`src/rtl/mrc_pkg.sv`:
```
// Shared state encoding and constants for multi_run_controller and its round counter.
package mrc_pkg;

  typedef enum logic [2:0] {
    ST_IDLE    = 3'd0,
    ST_INIT    = 3'd1,
    ST_LOAD    = 3'd2,
    ST_COMPUTE = 3'd3,
    ST_OFFLOAD = 3'd4,
    ST_DONE    = 3'd5
  } mrc_state_e;

  localparam int unsigned NUM_ROUNDS_DEF = 10;
  localparam int unsigned MASK_W_DEF     = 4;
  localparam int unsigned ROUND_CTR_W    = 4;
  localparam int unsigned RUN_CTR_W      = 8;

  // Wide all-ones pattern; users slice it down to their own mask width.
  localparam logic [31:0] MASK_FULL = 32'hFFFF_FFFF;

endpackage

```
`src/rtl/mrc_round_ctr.sv`:
```
// Round counter for the COMPUTE phase: clear, count-enable and a flag marking the final round.
module mrc_round_ctr
  import mrc_pkg::*;
#(
  parameter int unsigned NUM_ROUNDS = NUM_ROUNDS_DEF
) (
  input  logic clk,
  input  logic rst,
  input  logic clr_i,
  input  logic en_i,
  output logic last_o
);

  localparam logic [ROUND_CTR_W-1:0] LAST_VAL = ROUND_CTR_W'(NUM_ROUNDS - 1);

  logic [ROUND_CTR_W-1:0] cnt_q, cnt_d;

  always_comb begin
    cnt_d = cnt_q;
    if (clr_i) begin
      cnt_d = '0;
    end else if (en_i) begin
      cnt_d = cnt_q + 1'b1;
    end
  end

  always_ff @(posedge clk) begin
    if (rst) begin
      cnt_q <= '0;
    end else begin
      cnt_q <= cnt_d;
    end
  end

  // High only on the cycle the count steps from NUM_ROUNDS-1 to NUM_ROUNDS.
  assign last_o = en_i && (cnt_q == LAST_VAL);

endmodule

```
`src/rtl/multi_run_controller.sv`:
```
// Moore sequencer for back-to-back AES-128 runs: INIT -> LOAD -> COMPUTE -> OFFLOAD -> DONE/INIT.
// Define MRC_STAGE4_STALL_EN to let mc2ark4 stall the round counter alongside mc2ark3.
module multi_run_controller
  import mrc_pkg::*;
#(
  parameter int unsigned NUM_ROUNDS = NUM_ROUNDS_DEF,
  parameter int unsigned MASK_W     = MASK_W_DEF
) (
  input  logic              clk,
  input  logic              cmplt_sts,
  input  logic              rst,
  input  logic              enter_new_pair,
  input  logic              start,
  input  logic              track_available,
  input  logic [MASK_W-1:0] ark2sb4,
  input  logic [MASK_W-1:0] mc2ark3,
  input  logic [MASK_W-1:0] mc2ark4,
  output logic              init,
  output logic              ok2compute,
  output logic              perform_offload,
  output logic              ok2load,
  output logic              done
);

  localparam logic [MASK_W-1:0] MASK_ALL = MASK_FULL[MASK_W-1:0];

  mrc_state_e           state_q, state_d;
  logic                 pending_q, pending_d;
  logic [RUN_CTR_W-1:0] run_cnt_q, run_cnt_d;
  logic                 stall;
  logic                 round_last;
  logic                 ctr_clr;
  logic                 ctr_en;

`ifdef MRC_STAGE4_STALL_EN
  assign stall = (mc2ark3 != '0) || (mc2ark4 != '0);
`else
  // mc2ark4 is deliberately kept out of the stall path so unknowns on it stay contained.
  assign stall = (mc2ark3 != '0);
  logic unused_mc2ark4;
  assign unused_mc2ark4 = ^mc2ark4;
`endif

  assign ctr_clr = (state_q == ST_INIT);
  assign ctr_en  = (state_q == ST_COMPUTE) && !stall;

  mrc_round_ctr #(
    .NUM_ROUNDS(NUM_ROUNDS)
  ) u_round_ctr (
    .clk   (clk),
    .rst   (rst),
    .clr_i (ctr_clr),
    .en_i  (ctr_en),
    .last_o(round_last)
  );

  always_comb begin
    state_d   = state_q;
    pending_d = pending_q;
    run_cnt_d = run_cnt_q;
    case (state_q)
      ST_IDLE: begin
        if (start) state_d = ST_INIT;
      end
      ST_INIT: begin
        pending_d = 1'b0;
        state_d   = ST_LOAD;
      end
      ST_LOAD: begin
        if (enter_new_pair) pending_d = 1'b1;
        if (track_available && (ark2sb4 == MASK_ALL)) state_d = ST_COMPUTE;
      end
      ST_COMPUTE: begin
        if (enter_new_pair) pending_d = 1'b1;
        if (round_last) state_d = ST_OFFLOAD;
      end
      ST_OFFLOAD: begin
        if (enter_new_pair) pending_d = 1'b1;
        // A request arriving on the completion cycle still chains straight into a new run.
        if (cmplt_sts) begin
          run_cnt_d = run_cnt_q + 1'b1;
          state_d   = (pending_q || enter_new_pair) ? ST_INIT : ST_DONE;
        end
      end
      ST_DONE: begin
        if (start || enter_new_pair) state_d = ST_INIT;
      end
      default: state_d = ST_IDLE;
    endcase
  end

  // Outputs are registered from the next state, so each one is a pure decode of state_q.
  always_ff @(posedge clk) begin
    if (rst) begin
      state_q         <= ST_IDLE;
      pending_q       <= 1'b0;
      run_cnt_q       <= '0;
      init            <= 1'b0;
      ok2load         <= 1'b0;
      ok2compute      <= 1'b0;
      perform_offload <= 1'b0;
      done            <= 1'b0;
    end else begin
      state_q         <= state_d;
      pending_q       <= pending_d;
      run_cnt_q       <= run_cnt_d;
      init            <= (state_d == ST_INIT);
      ok2load         <= (state_d == ST_LOAD);
      ok2compute      <= (state_d == ST_COMPUTE);
      perform_offload <= (state_d == ST_OFFLOAD);
      done            <= (state_d == ST_DONE);
    end
  end

endmodule

```
`config.mk`:
```
export PLATFORM = sky130hd
export DESIGN_NAME = multi_run_controller
export DESIGN_NICKNAME = d
export VERILOG_FILES = /design/src/rtl/mrc_pkg.sv /design/src/rtl/mrc_round_ctr.sv /design/src/rtl/multi_run_controller.sv
export SDC_FILE = /design/constraint.sdc
export NUM_CORES = 1
export LEC_CHECK = 0
export ABC_AREA = 1
export CAP_MARGIN = 30
export CORE_UTILIZATION = 42
export DETAILED_ROUTE_END_ITERATION = 12
export PLACE_DENSITY = 0.8
export SETUP_SLACK_MARGIN = 0.15
export SLEW_MARGIN = 20
export SYNTH_ARGS = -nofsm -noshare
export SYNTH_HDL_FRONTEND = slang
export SYNTH_SLANG_ARGS = --single-unit
```
`constraint.sdc`:
```
create_clock -name clk -period 1.7 [get_ports clk]
set_input_delay 0.17 -clock clk [delete_from_list [all_inputs] [get_ports clk]]
set_output_delay 0.17 -clock clk [all_outputs]
set_load 0.01 [all_outputs]
```
# Word level (Yosys, flattened, before mapping)
# Index checks and enable logic that the tools add are counted.
# op_classes
n_addsub,1
eq_ne,13
n_mux,9
n_reduce_logical,12
# ops
op,n
2-to-1 mux 3 bit,6
one-hot mux 3 bit (6 select lines),1
== test 3 x 2 -> 1 bit (second input constant),4
== test 3 bit (second input constant),4
== test 4 bit (second input constant),2
== test 3 x 1 -> 1 bit (second input constant),2
adder 4 x 1 -> 4 bit (second input constant),1
nonzero test 4 bit,1
logical AND 1 bit,3
zero test 3 bit,1
OR reduction 3 bit,1
logical OR 1 bit,2
inequality test 2 x 1 -> 1 bit (second input constant),1
one-hot mux 1 bit (2 select lines),1
AND reduction 2 bit,1
nonzero test 2 bit,1
OR reduction 2 bit,1
zero test 1 bit,1
2-to-1 mux 1 bit,1
# totals
register_bits,13
inputBits,18
output_inout_bits,5
word_cells,43

# Logic depth before layout (Yosys ltp)
# Gate-level depths: netlist (run 1).
# logic_depth
word_depth,7
ltp_mapped,8
depth_no_buf,8

# By module
# Synthesis (run 1) repeated with hierarchy kept, for this count alone.
# hier_totals
hier_cells,91
hier_area_um2,630.6
# by_module_without_submodules
module,n_inst,cells_each,area_each_um2,seq_area_each_um2
multi_run_controller,1,66,437.9,180.2
mrc_round_ctr,1,25,192.7,80.1

# Worst setup path before layout (run 1)
# Ideal clock, no wire load.
# synth_timing
kind,register to register
start,register u_round_ctr.cnt_q[0]
end,register ok2compute
setup_ns,0.115
arrival_ns,1.075
required_ns,1.585
path_slack_ns,0.510
stages_incl_launch_ff,7
path_buffers,0
period_less_slack_ns,1.190
cell_sequence,dfxtp_1 ha_1 nand3_1 o21ai_0 inv_1 nor2_1 nor2_1
# synth_via
elab_chain_cells,5
# synth_rtl
element,line_no,source
"start, declared",mrc_round_ctr.sv:16,"logic [ROUND_CTR_W-1:0] cnt_q, cnt_d;"
"start signal, assigned",mrc_round_ctr.sv:31,cnt_q <= cnt_d;
== test 4 bit,mrc_round_ctr.sv:36,assign last_o = en_i && (cnt_q == LAST_VAL);
logical AND 1 bit,mrc_round_ctr.sv:36,
2-to-1 mux 3 bit,multi_run_controller.sv:75,if (round_last) state_d = ST_OFFLOAD;
one-hot mux 3 bit (6 select lines),multi_run_controller.sv:61,case (state_q)
== test 3 x 2 -> 1 bit,multi_run_controller.sv:109,ok2compute <= (state_d == ST_COMPUTE);
"end signal, assigned",multi_run_controller.sv:109,
"end, declared",multi_run_controller.sv:19,"output logic ok2compute,"
# No other way between the ends.
# A chain may end at the register's enable or synchronous reset.

# Worst setup path after layout (run 1)
# Ends and elaborated chain as after synthesis.

==> results of run 1 <==
cell type report:
type / count / share of cell area
Clock buffer: 4 / 0.03079
Inverter: 13 / 0.05718
Timing Repair Buffer: 18 / 0.2111
Multi-Input combinational cell: 66 / 0.3739
Sequential cell: 13 / 0.3050
Tap cell: 15 / 0.02199
power breakdown:
part / total [mW] / switching [mW] / internal [mW]
sequential: 0.324 / 0.00784 / 0.316
clock: 0.190 / 0.0995 / 0.0909
combinational: 0.104 / 0.0489 / 0.0555
worst max-delay path, stage by stage, from the launching register on:
cell and delay [ns]:
dfxtp_1 0.41, ha_1 0.17, nand3_1 0.10, o21ai_1 0.27, inv_1 0.07, nor2_1 0.16, nor2_1 0.06
cell families (layout without fill, tap and decap cells):
logic type | Yosys count | after routing | synth area share
and+or+nand+nor | 56 | 56 | 0.3904
DFF | 13 | 13 | 0.4143
buffers and inverters | 13 | 35 | 0.07769
AOI/OAI and AO/OA | 8 | 8 | 0.07768
adders and majority gates | 2 | 2 | 0.03983
registers in the layout, indices dropped and copies added (netlist names):
register / flops
perform_offload: 1
done: 1
pending_q: 1
state_q: 3
ok2compute: 1
ok2load: 1
init: 1
u_round_ctr.cnt_q: 4
per-stage QoR:
| step | area [um2] | worst slack, ns | std cells | hold WS (ns) | utilization |
|---|---|---|---|---|---|
| floorplan | 628.1 | 0.5097 | 92 | 0.2424 | - |
| global placement | 827.0 | 0.2155 | 125 | 0.4614 | 0.6126 |
| detailed placement | 827.0 | 0.1384 | 125 | 0.4737 | 0.6126 |
| CTS | 853.3 | 0.2349 | 129 | 0.4830 | 0.6321 |
| global route | 853.3 | 0.2020 | 129 | 0.4974 | 0.6321 |
| finish | 853.3 | 0.3603 | 129 | 0.4793 | 0.6321 |
cell usage in the layout (no fill, tap or decap):
master	synthesis	final
a22oi_1	1	1
dfxtp_1	13	13
clkdlybuf4s50_1	0	18
clkbuf_4	0	3
nor2_4	1	1
nand2_2	2	2
inv_1	13	13
a21boi_2	1	1
a21oi_1	3	3
nand3_1	8	8
clkbuf_1	0	1
nand3b_1	1	1
o21ai_1	0	1
nand2_1	20	20
nand3_2	1	1
nor2_1	22	22
ha_1	2	2
o21ai_0	3	2
or2_2	1	1
layer usage:
layer	wire, um	part of all wire	vias up
met5	0	0	-
met4	21	0.016	0
met3	56	0.042	5
met2	694	0.52	12
met1	553	0.42	274
li1	-	-	329
worst max-delay path by stage:
stage                                     from    endpoint  slack [ns]  cells past startpoint
after CTS                 u_round_ctr.cnt_q[0]  ok2compute        0.23                      6
after detailed placement            mc2ark3[3]  ok2compute        0.14                      7
after global routing      u_round_ctr.cnt_q[0]  state_q[0]        0.20                      6
after floorplan           u_round_ctr.cnt_q[0]  ok2compute        0.51                      6
final                     u_round_ctr.cnt_q[0]  ok2compute        0.36                      6
after global placement              mc2ark3[3]  ok2compute        0.22                      7
==> summary.md, run 1 <==
| Metric | Value |
|---|---|
| Outcome | completed |
| Multi-input gate area in the final layout | 319.1 um2 |
| Row cnt | 13 |
| Grt met1 use | 0.1717 |
| Number of global-route vias before repair | 585 |
| Startpoint Class | register |
| RePlAce Congestion | 0.7303 |
| Die footprint | 1654 um2 |
| RSZ-0062 raised after global routing | no |
| Boundary Pins | 23 |
| Buffer depth of the longest clock path | 2 |
| Post-cts resize count | 0 |
| Slew HR | 0.8209 |
| Via Count | 620 |
| Seq cells post-synth | 13 |
| Total Routed Length | 1325 um |
| Clock slew seen by the registers of the worst setup and hold paths | 0.08 ns |
| Worst Max-Slew Pin Slew | 0.2669 ns |
| Syn Area/Cell | 6.827 um2 |
| Yosys top cell by area | dfxtp_1 |
| Unique masters post-synth | 15 |
| Storage cell area | 260.3 um2 |
| Top cells by count, synth | 22 x nor2_1, 20 x nand2_1, 13 x dfxtp_1, 13 x inv_1, 8 x nand3_1 |
| Worst Reg-to-Reg Cells | 6 |
| FMAX | 746.4 MHz |
| Worst Skew | 0.002249 ns |
| Worst r2r src | u_round_ctr.cnt_q[0] |
| Share of the synthesized area in the top cell type | 0.4143 |
| Post-synth EDFFs | 0 |
| Sequential fraction of the synthesis area | 0.4143 |
| Routed vias/inst | 4.806 |
| Total grt overflow | 0 |
| Hold Path Stages | 2 |
| Minimum clock period | 1.340 ns |
| Sum Neg Setup Slack | 0 ns |
| CTS buffer count | 3 |
| Asr flop ratio synth | 0 |
| Hold_buf cts | 0 |
| H-tree depth | 1 |
| Reg2Reg Setup Slack | 0.36 ns |
| Area Growth Syn to Fin | 35.86% |
| Worst-Skew Late Latency | 0.27 ns |
| Final Net Count | 135 |
| Drc violations | 0 |
| Worst R2R End | ok2compute |
| Max-cap viol count | 0 |
| Largest net degree at the start of global routing | 10 |
| Worst EP arrival | 1.51 ns |
| Num Clock Sinks | 13 |
| Top Usage Layer GRT | met2 |
| First-pass GRT wire length | 2070 um |
| Synthesis Warnings | 0 |
| Hold EP | u_round_ctr.cnt_q[3] |
| Pwr Total | 0.6186 mW |
| Core Area | 1350 um2 |
| Setup-failing EPs final | 0 |
| Die Width | 40.67 um |
| Post-route ant nets | 0 |
| Leak | 0.3989 nW |
| Initial Util | 0.4652 |
| Crit. End Element | register |
| Mapped Cells | 92 |
| Crit path max fanout | 5 |
| Antenna violations before repair | 0 |
| Syn Nets | 112 |
| Top cells by area, synth | dfxtp_1 41%, nor2_1 13%, nand2_1 12% |
| GR Util met3 | 0.04891 |
| CTS tree | built |
| Starting DRC count in detailed routing | 15 |
| Final Slew Violations | 0 |
| Mapped Area | 628.1 um2 |
| WP data required | 1.87 ns |
| Hold Vio Cnt, Final | 0 |
| Setup bufs post-CTS | 0 |
| Most common cell in the netlist | nor2_1 |
| Die Ht | 40.67 um |
| Clock Root Buffer | clkbuf_4 |
| Drt pass-1 iters | 4 |
| I/O Buffers | 18 |
| Average wire per standard cell | 10.27 um |
| Post-DP HPWL | 1091 um |
| Power per cell area | 724.9 nW/um2 |
| Share of cells above drive strength 1 | 0.07895 |
| All-Layer GR Usage | 0.1927 |
| Fill count | 117 |
| Max rail drop VDD | 0.4153 mV |
| Crit Path Category | register to register |
| Ys flop type | dfxtp_1 |
| Min-Delay Path Class | register to register |
| Hold Path Origin | u_round_ctr.cnt_q[3] |
| Tcrit/Tclk final | 0.7881 |
| Met2 Use GR | 0.3968 |
| N_diodes | 0 |
No activity file was read; power rests on OpenSTA's default activity.
==> run 2: changes to the inputs <==
Settings changed: CORE_UTILIZATION 42 to 38, PLACE_DENSITY 0.8 to 0.77.
Clock period 1.7 ns to 1.2 ns, I/O delays scaled along.
==> summary.md, run 2 (same netlist as run 1, synthesis figures left out) <==
| Metric | Value |
|---|---|
| Routed vias/inst | 4.978 (was 4.806) |
| Die Width | 42.66 um (was 40.67 um) |
| Family with the most delay on the worst path | simple AND/OR/NAND/NOR gates (was flip-flops) |
| Min-Delay Path Class | input pin to register (was register to register) |
| Tcrit/Tclk final | 0.9176 (was 0.7881) |
| Worst-Skew Late Latency | 0.27 ns (about the same) |
| Worst Skew | 0.0004746 ns (was 0.002249 ns) |
| Hold_buf cts | 0 (unchanged) |
| Drc violations | 0 (unchanged) |
| Largest net degree at the start of global routing | 8 (was 10) |
| Int Power | 0.6657 mW (was 0.4624 mW) |
| Crit Path Category | register to register (unchanged) |
| Reg2Reg Setup Slack | 0.1 ns (was 0.36 ns) |
| Post-DP HPWL | 988.2 um (was 1091 um) |
| Initial Util | 0.4122 (was 0.4652) |
| Post-route ant nets | 0 (unchanged) |
| Outcome | completed (unchanged) |
| Most flops, register | u_round_ctr.cnt_q (unchanged) |
| Row cnt | 14 (was 13) |
| All-Layer GR Usage | 0.1968 (was 0.1927) |
| Sum Neg Setup Slack | 0 ns (unchanged) |
| Final Net Count | 143 (was 135) |
| Num Clock Sinks | 13 (unchanged) |
| Clk pwr share | 0.296 (was 0.308) |
| Crit path max fanout | 6 (was 5) |
| Drt pass-1 iters | 4 (unchanged) |
| Slowest-stage cell, CP | dfxtp_4 (was dfxtp_1) |
| Clock slew seen by the registers of the worst setup and hold paths | 0.08 ns (about the same) |
| Setup-failing EPs final | 0 (unchanged) |
| Die footprint | 1819 um2 (was 1654 um2) |
| Max reg flops | 4 (unchanged) |
| Core Area | 1524 um2 (was 1350 um2) |
| Sw power | 0.2476 mW (was 0.1562 mW) |
| Worst EP arrival | 1.32 ns (was 1.51 ns) |
| WP data required | 1.42 ns (was 1.87 ns) |
| H-tree depth | 1 (unchanged) |
| Startpoint Class | register (unchanged) |
| Fill count | 121 (was 117) |
| Most common cell after layout, fill and taps aside | nor2_1 (unchanged) |
| CTS tree | built (unchanged) |
| Pwr Total | 0.9133 mW (was 0.6186 mW) |
| Worst Max-Slew Pin Slew | 0.1824 ns (was 0.2669 ns) |
| N_diodes | 0 (unchanged) |
| Hold Vio Cnt, Final | 0 (unchanged) |
| Crit-path most repeated cell | nand2_2 (was nor2_1) |
| Total Routed Length | 1600 um (was 1325 um) |
| First-pass GRT wire length | 2684 um (was 2070 um) |
| RePlAce Congestion | 0.7999 (was 0.7303) |
| Final Slew Violations | 0 (unchanged) |
| Biggest regs | u_round_ctr.cnt_q x4, state_q x3 (unchanged) |
| Average wire per standard cell | 11.59 um (was 10.27 um) |
| RSZ-0062 raised after global routing | yes (was no) |
| Max rail drop VDD | 0.7634 mV (was 0.4153 mV) |
| Highest Signal Layer | met3 (was met4) |
| Buffer depth of the longest clock path | 2 (unchanged) |
| Combinational share of power | 0.192 (was 0.169) |
| Power per cell area | 882.6 nW/um2 (was 724.9 nW/um2) |
| I/O Buffers | 18 (unchanged) |
| CTS buffer count | 3 (unchanged) |
| Max-cap viol count | 0 (unchanged) |
| Starting DRC count in detailed routing | 22 (was 15) |
| Most frequent cells in the layout | 18 x nor2_1, 16 x nand2_1, 13 x clkdlybuf4s50_1 (was 22 x nor2_1, 20 x nand2_1, 18 x clkdlybuf4s50_1) |
| WL met2 | 961 um (was 694 um) |
| Boundary Pins | 23 (unchanged) |
| Crit. End Element | register (unchanged) |
| Crit path buffers/inverters | 0 (was 1) |
| Crit path largest cell delay | 0.42 ns (was 0.41 ns) |
| Area Growth Syn to Fin | 64.74% (was 35.86%) |
| Share of cells above drive strength 1 | 0.3443 (was 0.07895) |
| Crit path cell chain | nand3_4 -> nor2_4 -> nand2_2 -> nand2_2 -> nand2_2 -> nor2_1 (was ha_1 -> nand3_1 -> o21ai_1 -> inv_1 -> nor2_1 -> nor2_1) |
| Final core utilization | 0.6790 (was 0.6321) |
| Flop pwr share | 0.511 (was 0.523) |
| Number of global-route vias before repair | 705 (was 585) |
| Met3 WL | 81 um (was 56 um) |
| Sw Ratio | 0.2711 (was 0.2525) |
| Minimum clock period | 1.101 ns (was 1.340 ns) |
| Leak | 0.4782 nW (was 0.3989 nW) |
| Die Ht | 42.66 um (was 40.67 um) |
| Clock Root Buffer | clkbuf_4 (unchanged) |
| Antenna violations before repair | 0 (unchanged) |
| Slew HR | 0.8781 (was 0.8209) |
| FMAX | 908.1 MHz (was 746.4 MHz) |
| Met1 wire length | 556 um (was 553 um) |
| Total grt overflow | 0 (unchanged) |
| Via Count | 687 (was 620) |
-- run 2: changes by cell type in the layout (fill, tap and decap cells not counted), sizes merged --
cell	previous run	this run
buf	0	8
clkdlybuf4s50	18	13
dlygate4sd2	0	5
-- run 2: cell type report --
| class | count | area [um2] | area share |
|---|---|---|---|
| Timing Repair Buffer | 26 | 245.2 | 0.2370 |
| Sequential cell | 13 | 274.0 | 0.2648 |
| Inverter | 13 | 51.30 | 0.04958 |
| Clock buffer | 4 | 26.28 | 0.02539 |
| Multi-Input combinational cell | 66 | 417.9 | 0.4039 |
| Tap cell | 16 | 20.02 | 0.01935 |
-- run 2: path summary, 6_finish.rpt --
path,startpoint,end,depth (start not counted)
worst max-delay path,state_q[0],perform_offload,6
worst min-delay path,rst,state_q[0],3
worst max register to register,state_q[0],perform_offload,6
worst min register to register,u_round_ctr.cnt_q[2],u_round_ctr.cnt_q[2],2
-- run 2: per-stage QoR --
| step | instances | hold slack, ns | setup WS (ns) | cell area (um2) |
|---|---|---|---|---|
| detailed placement | 128 | 0.4634 | -0.1563 | 848.3 |
| global placement | 128 | 0.4604 | -0.1177 | 848.3 |
| floorplan | 92 | 0.1924 | 0.1513 | 633.1 |
| CTS | 138 | 0.4884 | 0.08851 | 978.4 |
| finish | 138 | 0.4914 | 0.09884 | 1035 |
| global route | 138 | 0.5224 | 0.04123 | 1035 |
-- run 2: power by group through the flow --
stage	Sequential (mW)	Clock (mW)	Combinational, mW
after floorplan	0.472	0	0.0697
after global placement	0.469	0	0.147
after detailed placement	0.470	0	0.149
after CTS	0.466	0.285	0.162
after global routing	0.469	0.309	0.193
final	0.467	0.270	0.176
-- run 2: worst min-delay path, stage by stage --
cell             delay [ns]
clkdlybuf4s50_1        0.48
buf_4                  0.11
nor2_1                 0.03
-- run 2: timing repair --
item                                    CTS  global route
endpoints found under the setup margin   17            12
gates resized for setup                  26            18
pin swaps                                 9            11
setup buffers                             6             0
-- run 2: layer usage --
metal	up-vias	global-route usage
met2	23	0.3909
met5	-	0
li1	344	-
met4	0	0.06875
met1	320	0.1720
met3	0	0.07660
==> run 3: changes to the inputs <==
Settings changed: RECOVER_POWER set to 25.
==> results of run 3 <==
The final DEF is identical to that of run 2; final timing and power are the same.
==> edit 1 (flow settings as in run 1) <==
The package constant `MASK_W_DEF` goes from 4 to 3.
--- a/src/rtl/mrc_pkg.sv
+++ b/src/rtl/mrc_pkg.sv
@@ -11,7 +11,7 @@
   } mrc_state_e;
 
   localparam int unsigned NUM_ROUNDS_DEF = 10;
-  localparam int unsigned MASK_W_DEF     = 4;
+  localparam int unsigned MASK_W_DEF     = 3;
   localparam int unsigned ROUND_CTR_W    = 4;
   localparam int unsigned RUN_CTR_W      = 8;
 
Interface: changed (resized ark2sb4, mc2ark3 and mc2ark4); port bits go from 23 to 20. The function was not compared with the original's and may differ.
==> edit 1 against run 1 <==
Wire length is 5.6% lower. First-iteration DRC count is 33% lower. Clock power is 2% higher. Sequential share of layout area is 0.31 points lower. Count of clock-buffer cells in the layout is 1 lower. Design area is 1.0% higher. Sequential power hardly changed. Total power is 1.0% higher. Critical path depth is 5 lower. Sequential cell count stayed put. Non-clock buffer count is 2 lower. Highest routed layer unchanged. Synthesized cell count is 3.3% higher. Area after synthesis is 4.4% higher. Critical endpoint is now ok2compute. Worst setup slack better by 0.038 ns.
==> edit 1: results (changes against run 1) <==
synth warn 0 (unchanged); Clock-cell share 3.193% (+0.11 points); HPWL after detailed placement 996.7 microns (-8.7%); total global routing track utilization 15.66% (-3.6 points); vias in the first global route 549 (-6.2%); # fillers 127 (+8.5%); I/O Buffers 16 (-2); VDD IR-drop max 0.5658 mV (+36%); area taken by multi-input logic gates 335.3 sq um (+5.1%); pre-CTS WS 0.3243 ns (+0.1859 ns); met2 WL 583 microns (-16%); buffering overhead 18.58% (-2.5 points); status complete, no violations; Critical Path AT 1.13 ns (-0.38 ns); layout cells sized above 1 13.04% (+5.1 points); DR vias/cell 4.792 (-0.29%); Post-synth top cells nor2_1 (19), nand2_1 (15), inv_1 (14), dfxtp_1 (13), nand3_1 (10); Synth cell types 18 (+3); Final Net Count 133 (-1.5%); skew final 0.007214 ns (+0.004966 ns); WL/cell 9.623 microns (-6.3%); final weighted congestion in routability-driven placement 0.8078 (+11%); Hold/Removal Path Class in -> reg; count of plain and timing-repair buffers 16 (-2); largest net degree at the start of global routing 9 (-1); cell family with most CP delay buffers and inverters; Crit Path Max Fanout 1 (-4); met3 wire length 64 microns (+14%); CP peak stage delay 0.53 ns (+0.12 ns); top cells by area, synth dfxtp_1 (40%), nor2_1 (11%), nand2_1 (8.6%), inv_1 (8.0%), nand3_1 (7.6%); layout clock buffer count 3 (-1); Slew @ Worst Pin 0.2683 ns (+0.001376 ns); M1 wire length 592 microns (+7.1%); met3 GRT Util 6.957% (+2.1 points); M2 GR Usage 26.25% (-13 points); Leak Pwr 0.4084 nW (+2.4%)
-- edit 1: changes by cell type in the layout (fill, tap and decap cells not counted), sizes merged --
cell / run 1 / this run
o21ai: 3 / 4
nand3: 9 / 11
clkbuf: 4 / 3
o21bai: 0 / 1
nor3: 0 / 1
clkinv: 0 / 1
a21oi: 3 / 5
clkdlybuf4s50: 18 / 16
nor2: 23 / 20
nand3b: 1 / 0
inv: 13 / 16
a21boi: 1 / 0
o21a: 0 / 1
nand2: 22 / 19
-- edit 1: per-stage QoR --
stage / std cells / hold slack (ns) / power (mW) / utilization [%] / instance area (sq um)
after floorplan: 95 / 0.2391 / 0.3896 / - / 655.6
after global placement: 126 / 0.5211 / 0.4355 / 60.36 / 834.6
after detailed placement: 126 / 0.5299 / 0.4379 / 60.36 / 834.6
after CTS: 130 / 0.4927 / 0.6297 / 62.35 / 862.1
after global routing: 130 / 0.5160 / 0.6584 / 62.35 / 862.1
final: 130 / 0.4966 / 0.6248 / 62.35 / 862.1
-- edit 1: cell families after synthesis --
kind of cell    count (synthesis)  share of synthesized area (%)
simple gates                   52                          35.88
compound gates                 12                          11.45
flops                          13                          39.69
buf+inv                        16                          9.161
fa+ha+maj                       2                          3.816
-- edit 1: worst paths after layout --
path	slack [ns]	cells after the start	from	end
setup / recovery	0.40	1	ok2compute	ok2compute
hold / removal	0.50	2	rst	pending_q
setup reg to reg	0.43	6	u_round_ctr.cnt_q[0]	state_q[1]
hold reg to reg	0.54	2	u_round_ctr.cnt_q[2]	u_round_ctr.cnt_q[2]
-- edit 1: report_power, final --
part           leakage, nW  internal (mW)  total, mW  switching [mW]
registers            0.105          0.316      0.325         0.00929
logic                0.285         0.0543      0.106          0.0516
clock network       0.0177         0.0874      0.194           0.106
total                0.408          0.457      0.625           0.167
==> edit 2 (config.mk and constraints of run 1) <==
Made on the original files. Re-encode `mrc_state_e` (6 states) as one-hot, 6 bits wide.
--- a/src/rtl/mrc_pkg.sv
+++ b/src/rtl/mrc_pkg.sv
@@ -1,13 +1,13 @@
 // Shared state encoding and constants for multi_run_controller and its round counter.
 package mrc_pkg;
 
-  typedef enum logic [2:0] {
-    ST_IDLE    = 3'd0,
-    ST_INIT    = 3'd1,
-    ST_LOAD    = 3'd2,
-    ST_COMPUTE = 3'd3,
-    ST_OFFLOAD = 3'd4,
-    ST_DONE    = 3'd5
+  typedef enum logic [5:0] {
+    ST_IDLE    = 6'b000001,
+    ST_INIT    = 6'b000010,
+    ST_LOAD    = 6'b000100,
+    ST_COMPUTE = 6'b001000,
+    ST_OFFLOAD = 6'b010000,
+    ST_DONE    = 6'b100000
   } mrc_state_e;
 
   localparam int unsigned NUM_ROUNDS_DEF = 10;
Behaviour: same outputs for any inputs over 10 cycles, from zero or initial values and one cycle with rst high; not proved beyond that.
==> edit 2 against run 1 <==
Worst setup slack improved by 0.020 ns. First-iteration DRC count increased by 33%. Area after synthesis increased by 35%. Sequential cell count increased by 3. Total power increased by 23%. Non-clock buffer count increased by 1. Final cell count increased by 29%. Design area increased by 29%. Die area increased by 33%. Sequential power increased by 20%. Wire length increased by 27%. Critical path type is now reg -> out. Highest routed layer unchanged.
==> edit 2: results (changes against run 1) <==
met3 GRT Util 5.769% (+0.88 points); layout cells sized above 1 11.97% (+4.1 points); VDD IR-drop max 0.4931 mV (+19%); first-pass GRT wire length 2.842 mm (+37%); skew final 0.004215 ns (+0.001967 ns); total global routing track utilization 18.62% (-0.65 points); Crit Path Max Fanout 1 (-4); sequential element share of the synthesized area 37.87% (-3.6 points); CP peak stage delay 0.53 ns (+0.12 ns); WL/cell 10.08 microns (-1.8%); Async SR Flop Fraction 0% (unchanged); final weighted congestion in routability-driven placement 0.7873 (+7.8%); Final Net Count 163 (+21%); Leak Pwr 0.4963 nW (+24%); setup slack, reg-to-reg 0.56 ns (+0.20 ns); M2 GR Usage 32.50% (-7.2 points); PostCTS Resize Cnt 0 (unchanged); largest registers state_q: 6 flops, u_round_ctr.cnt_q: 4 flops; clk buf depth 2 (unchanged); HPWL after detailed placement 1.335 mm (+22%); Internal Pwr Total 0.5679 mW (+23%); Vias 802 (+29%); status complete, no violations; # fillers 177 (+51%); Skew-Pair Late Insertion Delay 0.30 ns (+0.03 ns); M1 GR Usage 21.31% (+4.1 points); vias in the first global route 709 (+21%); Post-synth top cells inv_1 (19), nand2_1 (18), dfxtp_1 (16), nor2_1 (14), a21oi_1 (13); Critical R2R Capture u_round_ctr.cnt_q[1]; Slew Limit Headroom 83.46% (+1.4 points); slowest CP cell clkdlybuf4s50_1; top cells by area, synth dfxtp_1 (38%), inv_1 (8.4%), nand2_1 (8.0%), a21oi_1 (7.7%), nand3_1 (6.5%); Worst R2R Path Depth 6 (unchanged); cell family with most CP delay buffers and inverters; Synth cell types 19 (+4); First DRT Iteration DRCs 20 (+5); FF-to-FF Start state_q[5]; net count after synthesis 140 (+25%)
## edit 2: power by group through the flow
| stage | sequential, mW | combinational [mW] | clock, mW |
|---|---|---|---|
| floorplan | 0.397 | 0.0610 | 0 |
| global placement | 0.396 | 0.107 | 0 |
| detailed placement | 0.397 | 0.110 | 0 |
| CTS | 0.388 | 0.110 | 0.273 |
| global route | 0.389 | 0.122 | 0.287 |
| finish | 0.388 | 0.110 | 0.261 |
## edit 2: kinds of logic (layout without fill, tap and decap cells)
group                      Yosys count  in the layout  share of synthesized area [%]
and+or+nand+nor                     60             60                          37.13
AOI/OAI and AO/OA                   19             19                          11.24
xor gates and xnor gates             1              1                          1.036
buffers and inverters               22             44                          9.763
adders and majority gates            2              2                          2.958
DFF                                 16             16                          37.87
## edit 2: area by class of cell
class	count	share of cell area, %
tap	25	2.851
sequential	16	29.19
clock buffer	4	3.307
inverter	21	7.184
multi-input combinational	82	40.36
timing repair buffer	19	17.10
## edit 2: metal layers
layer  vias up  wire length [microns]  part of all wire (%)
li1        426                      -                     -
met1       357                    777                    46
met2        17                    830                    49
met3         2                     68                   4.0
met4         0                      8                  0.48
met5         -                      0                     0
## edit 2: how the worst max path moves through the flow
stage                    start                   end  cells past startpoint
global placement    mc2ark3[0]  u_round_ctr.cnt_q[0]                      7
detailed placement  mc2ark3[0]  u_round_ctr.cnt_q[1]                      7
CTS                    ok2load               ok2load                      1
global route              done                  done                      1
floorplan           state_q[1]  u_round_ctr.cnt_q[0]                      6
finish                 ok2load               ok2load                      1
## edit 2: through the flow
| stage | total power, mW | worst slack [ns] | hold WS, ns | area, sq um | cells |
|---|---|---|---|---|---|
| detailed placement | 0.5067 | 0.2894 | 0.4802 | 1061 | 163 |
| floorplan | 0.4576 | 0.6910 | 0.2894 | 845.8 | 120 |
| finish | 0.7593 | 0.3804 | 0.4922 | 1097 | 167 |
| global route | 0.7982 | 0.3328 | 0.5253 | 1097 | 167 |
| global placement | 0.5032 | 0.3170 | 0.4662 | 1061 | 163 |
| CTS | 0.7718 | 0.3615 | 0.4951 | 1097 | 167 |
## edit 2: worst register-to-register path, cell delays in order (launching register included)
cell	delay, ns
dfxtp_1	0.36
nor2_4	0.19
nand2_4	0.10
nor2_8	0.13
nand2_1	0.12
nand2_1	0.09
a21oi_1	0.06
